## src/rtl/life_pkg.sv

```systemverilog
// Shared types and the B3/S23 cell rule for the Game of Life engine.
package life_pkg;

    typedef enum logic [1:0] {
        IDLE = 2'd0,
        RUN  = 2'd1,
        HALT = 2'd2
    } life_state_t;

    // Birth on exactly 3 neighbours; survival on 2 or 3.
    function automatic logic cell_next(input logic alive, input logic [3:0] n);
        return (n == 4'd3) || (alive && (n == 4'd2));
    endfunction

endpackage

```

## src/rtl/life_next_gen.sv

```systemverilog
// Combinational next-generation datapath: whole grid in, whole grid out.
module life_next_gen
    import life_pkg::*;
#(
    parameter int unsigned ROWS = 8,
    parameter int unsigned COLS = 8
) (
    input  logic [ROWS*COLS-1:0] grid_i,
    input  logic                 wrap_en_i,
    output logic [ROWS*COLS-1:0] next_o
);

    localparam int R = int'(ROWS);
    localparam int C = int'(COLS);

    // Off-grid neighbours count as dead unless the edges wrap toroidally.
    function automatic logic [3:0] live_neighbours(input logic [ROWS*COLS-1:0] g,
                                                   input logic wrap, input int r, input int c);
        logic [3:0] n;
        int rr;
        int cc;
        n = '0;
        for (int dr = -1; dr <= 1; dr++) begin
            for (int dc = -1; dc <= 1; dc++) begin
                rr = r + dr;
                cc = c + dc;
                if (wrap) begin
                    rr = (rr + R) % R;
                    cc = (cc + C) % C;
                end
                if (!(dr == 0 && dc == 0) && rr >= 0 && rr < R && cc >= 0 && cc < C) begin
                    n = n + 4'(g[rr*C+cc]);
                end
            end
        end
        return n;
    endfunction

    always_comb begin
        next_o = '0;
        for (int r = 0; r < R; r++) begin
            for (int c = 0; c < C; c++) begin
                next_o[r*C+c] = cell_next(grid_i[r*C+c], live_neighbours(grid_i, wrap_en_i, r, c));
            end
        end
    end

endmodule

```

## src/rtl/life_engine.sv

```systemverilog
// Game of Life engine: grid register, run/step/halt control, rate divider, generation counter.
module life_engine
    import life_pkg::*;
#(
    parameter int unsigned ROWS      = 8,
    parameter int unsigned COLS      = 8,
    parameter int unsigned CNT_W     = 16,
    parameter int unsigned PERIOD_W  = 24,
    parameter bit          AUTO_HALT = 1'b1
) (
    input  logic                 clk,
    input  logic                 reset,
    input  logic                 load,
    input  logic [ROWS*COLS-1:0] load_grid,
    input  logic                 start,
    input  logic                 stop,
    input  logic                 step,
    input  logic                 wrap_en,
    input  logic [PERIOD_W-1:0]  period,
    output logic [ROWS*COLS-1:0] grid_out,
    output logic [CNT_W-1:0]     gen_count,
    output logic                 gen_tick,
    output logic                 running,
    output logic                 halted,
    output logic                 stable,
    output logic                 extinct
);

    localparam int unsigned N = ROWS * COLS;

    life_state_t         state_q;
    logic [N-1:0]        grid_q;
    logic [N-1:0]        next_grid;
    logic [CNT_W-1:0]    gen_q;
    logic [PERIOD_W-1:0] div_q;
    logic [PERIOD_W-1:0] last_div;
    logic                tick_q;
    logic                tick;
    logic                halt_now;
    logic                do_update;

    life_next_gen #(.ROWS(ROWS), .COLS(COLS)) u_next_gen (
        .grid_i    (grid_q),
        .wrap_en_i (wrap_en),
        .next_o    (next_grid)
    );

    // A period of 0 behaves like 1; '>=' lets a shortened period tick immediately.
    assign last_div = (period == '0) ? '0 : period - PERIOD_W'(1);
    assign tick     = (div_q >= last_div);
    assign halt_now = AUTO_HALT && (stable || extinct);

    always_comb begin
        do_update = 1'b0;
        if (!load && !stop) begin
            if (state_q == RUN) begin
                do_update = tick && !halt_now;
            end else begin
                do_update = !start && step;
            end
        end
    end

    assign grid_out  = grid_q;
    assign gen_count = gen_q;
    assign gen_tick  = tick_q;
    assign running   = (state_q == RUN);
    assign halted    = (state_q == HALT);
    assign stable    = (next_grid == grid_q);
    assign extinct   = (grid_q == '0);

    always_ff @(posedge clk or posedge reset) begin
        if (reset) begin
            state_q <= IDLE;
            grid_q  <= '0;
            gen_q   <= '0;
            div_q   <= '0;
            tick_q  <= 1'b0;
        end else begin
            tick_q <= do_update;
            if (do_update) begin
                grid_q <= next_grid;
                gen_q  <= gen_q + CNT_W'(1);
            end
            if (load) begin
                grid_q  <= load_grid;
                gen_q   <= '0;
                div_q   <= '0;
                state_q <= IDLE;
            end else begin
                case (state_q)
                    IDLE, HALT: begin
                        if (stop) begin
                            state_q <= IDLE;
                        end else if (start) begin
                            state_q <= RUN;
                            div_q   <= '0;
                        end
                    end
                    RUN: begin
                        if (stop) begin
                            state_q <= IDLE;
                        end else if (tick) begin
                            div_q <= '0;
                            if (halt_now) state_q <= HALT;
                        end else begin
                            div_q <= div_q + PERIOD_W'(1);
                        end
                    end
                    default: state_q <= IDLE;
                endcase
            end
        end
    end

endmodule

```

## config.mk

```make
export PLATFORM = sky130hd
export DESIGN_NAME = life_engine
export DESIGN_NICKNAME = d
export VERILOG_FILES = /design/src/rtl/life_pkg.sv /design/src/rtl/life_next_gen.sv /design/src/rtl/life_engine.sv
export SDC_FILE = /design/constraint.sdc
export NUM_CORES = 1
export LEC_CHECK = 0
export ABC_AREA = 1
export BUFFER_PORTS_ARGS = -buffer_cell sky130_fd_sc_hd__buf_2
export CAP_MARGIN = 25
export CORE_MARGIN = 3
export CORE_UTILIZATION = 45
export CTS_CLUSTER_SIZE = 25
export DETAILED_ROUTE_END_ITERATION = 10
export PLACE_DENSITY = 0.72
export SLEW_MARGIN = 20
export SYNTH_ARGS = -nofsm -noshare
export SYNTH_HDL_FRONTEND = slang
export SYNTH_HIERARCHICAL = 1
export SYNTH_SLANG_ARGS = --single-unit
```

## constraint.sdc

```tcl
create_clock -name clk -period 18.7 [get_ports clk]
set_input_delay 1.87 -clock clk [delete_from_list [all_inputs] [get_ports clk]]
set_output_delay 1.87 -clock clk [all_outputs]
set_load 0.03 [all_outputs]
```

==> results.sh <==
export IMPL_status="finished clean"
export IMPL_grt_max_degree=129
export IMPL_hold_end="state_q[1]"
export IMPL_synth_warnings=6
export IMPL_drt_wl_total_um=63100
export IMPL_die_h_um=233
export IMPL_crit_fanout=128
export IMPL_drtIter0Drc=1395
export IMPL_grt_setup_unrepaired="false"
export IMPL_slowest_stage="buf_4"
export IMPL_postCtsSetupBuffers=0
export IMPL_post_drt_wl_per_cell_um=15.7
export IMPL_hold_buffers=0
export IMPL_core_mm2=0.0506
export IMPL_via_count=20900
export IMPL_place_ws_ns=8.38
export IMPL_fin_skew_ns=0.0125
export IMPL_grt_pass1_wl_um=102000
export IMPL_fp_dieArea_mm2=0.0544
export IMPL_relSlewSlack=0.367
export IMPL_seq_area_frac_synth=0.115
export IMPL_r2r_end="gen_count[11]"
export IMPL_synth_cell_type_count=52
export IMPL_grt_pass1_vias=19800
export IMPL_synth_seq_cells=107
export IMPL_max_stage_delay_ns=0.76
export IMPL_io_pins=180
export IMPL_synthCells=3208
export IMPL_r2r_cells=33
export IMPL_layout_common_cells="nand2_1, inv_1, ha_1, nor2_1, fa_1"
export IMPL_cts_resized=0
export IMPL_area_growth_syn_to_layout_pct=8.06
export IMPL_avgViaCountPerCell=5.20
export IMPL_fmax_mhz=97.1
export IMPL_finalSetupViolCount=0
export IMPL_final_max_slew_viol_count=0
export IMPL_r2r_setup_slack_ns=10.72
export IMPL_fillers=5028
export IMPL_worst_pin_slew_ns=0.949
export IMPL_maxCapViolCount=0
export IMPL_cts_root_buf="clkbuf_16"
export IMPL_placed_area_mm2=0.0248
export IMPL_grt_usage=0.235
export IMPL_synth_edff_count=0
export IMPL_required_ns=16.83
export IMPL_drive_gt1_frac=0.0861
export IMPL_finalHoldViolations=0
export IMPL_fin_area_mm2=0.0251
export IMPL_first_pass_iters=8
export IMPL_antenna_left=0
export IMPL_synth_area_mm2=0.0233
export IMPL_regArea_mm2=0.00268
export IMPL_antenna_found_initial=3
export IMPL_synthArstFlopShare=1.00
export IMPL_end_kind="output port"
export IMPL_start_util=0.460
export IMPL_min_period_ns=10.30
export IMPL_numCtsBuffers=9
export IMPL_drc=0
export IMPL_synthesis_nets=3885
export IMPL_period_share=0.551
export IMPL_clk_path_buf_depth=2
export IMPL_min_from="state_q[1]"
export IMPL_cts_sinks=107
export IMPL_clk_latency_ns=0.40
export IMPL_critPathMostFrequentCell="ha_1"
export IMPL_overflow=0
export IMPL_cp_data_arrival_time_ns=8.43
export IMPL_fin_util=0.497
export IMPL_multi_input_area_mm2=0.0183
export IMPL_final_common_cell="nand2_1"
export IMPL_path_class="in -> out"
export IMPL_critPathLaunchType="primary input"
export IMPL_cts_tree="yes"
export IMPL_setup_tns_ns=0
export IMPL_io_buffers=179
export IMPL_rows=82
export IMPL_htreeDepth=3
export IMPL_hold_path_depth=2
export IMPL_clkTransAtPathRegs_ns=0.09
export IMPL_min_path_type="reg -> reg"
export IMPL_place_hpwl_um=48300
export IMPL_die_w_um=233
export IMPL_synth_area_per_cell_um2=7.25
export IMPL_fin_nets=4028
export IMPL_rr_startpoint="grid_out[32]"
export IMPL_layout_setup_ws_ns=8.40
export IMPL_synthFlopType="dfrtp_1"
export IMPL_gp_congestion=0.865
==> flip-flops by register name, indices dropped and copies added, names as in the netlist <==
register and count:
gen_tick 1, state_q 2, div_q 24, grid_out 64, gen_count 16
==> worst max-delay path by stage <==
stage | slack [ns] | endpoint | cells past startpoint | start
finish | 8.40 | stable | 31 | wrap_en
global route | 7.72 | stable | 31 | wrap_en
CTS | 8.39 | stable | 31 | wrap_en
detailed placement | 8.38 | stable | 31 | wrap_en
global placement | 8.46 | stable | 31 | wrap_en
floorplan | 9.45 | stable | 35 | wrap_en
==> kinds of logic (layout without fill, tap and decap cells) <==
group / Yosys count / count (layout) / share of synthesized area
compound gates: 249 / 249 / 0.0687
xor+xnor: 144 / 144 / 0.0583
fa+ha+maj: 582 / 582 / 0.379
buf+inv: 565 / 713 / 0.0978
flops: 107 / 107 / 0.115
mux: 9 / 9 / 0.00387
other cells: 0 / 2 / 0
simple gates: 1552 / 1552 / 0.277
==> critical path, delay by kind of cell <==
family,cells,cell delay (ns)
adder cells (fa/ha/maj),7,2.15
buffers and inverters,7,1.80
AO/OA/AOI/OAI,8,1.47
AND/OR/NAND/NOR,8,0.88
XOR/XNOR,1,0.20
==> cells in the mapped netlist, types with 14 or more instances <==
library cell | number | share of area
a21oi_1 | 45 | 0.0097
xnor2_1 | 35 | 0.013
nor2_1 | 286 | 0.046
buf_2 | 29 | 0.0062
o221a_2 | 16 | 0.0077
xor2_1 | 98 | 0.037
o21ai_0 | 84 | 0.018
a211oi_1 | 20 | 0.0065
dfrtp_1 | 107 | 0.12
nor3_1 | 46 | 0.0099
nand2_1 | 920 | 0.15
clkbuf_1 | 29 | 0.0047
nand3_1 | 193 | 0.042
fa_1 | 205 | 0.18
inv_1 | 477 | 0.077
nand4_1 | 55 | 0.015
ha_1 | 377 | 0.20
nor4_1 | 14 | 0.0038
==> layout make-up <==
class / count / area share
inverter: 483 / 0.0723
tap: 672 / 0.0335
clock inverter: 7 / 0.00363
clock buffer: 9 / 0.00896
timing repair buffer: 214 / 0.0465
sequential: 107 / 0.107
antenna: 2 / 0.000199
multi-input combinational: 2536 / 0.728
==> per-layer routing <==
layer | vias up | wire [µm] | part of all wire | global-route usage
li1 | 10600 | - | - | -
met1 | 9778 | 28900 | 0.46 | 0.317
met2 | 531 | 30100 | 0.48 | 0.409
met3 | 71 | 2950 | 0.047 | 0.0204
met4 | 2 | 1120 | 0.018 | 0.0514
met5 | - | 14 | 0.00022 | 0
==> metrics by stage <==
stage,instances,hold WS (ns)
after global placement,4012,0.477
after CTS,4028,0.497
after detailed placement,4012,0.476
after global routing,4029,0.556
final,4030,0.493
after floorplan,3208,0.453
Power is not shown: default switching activity piles up to over one toggle a cycle in this logic, so the estimate is an artifact.
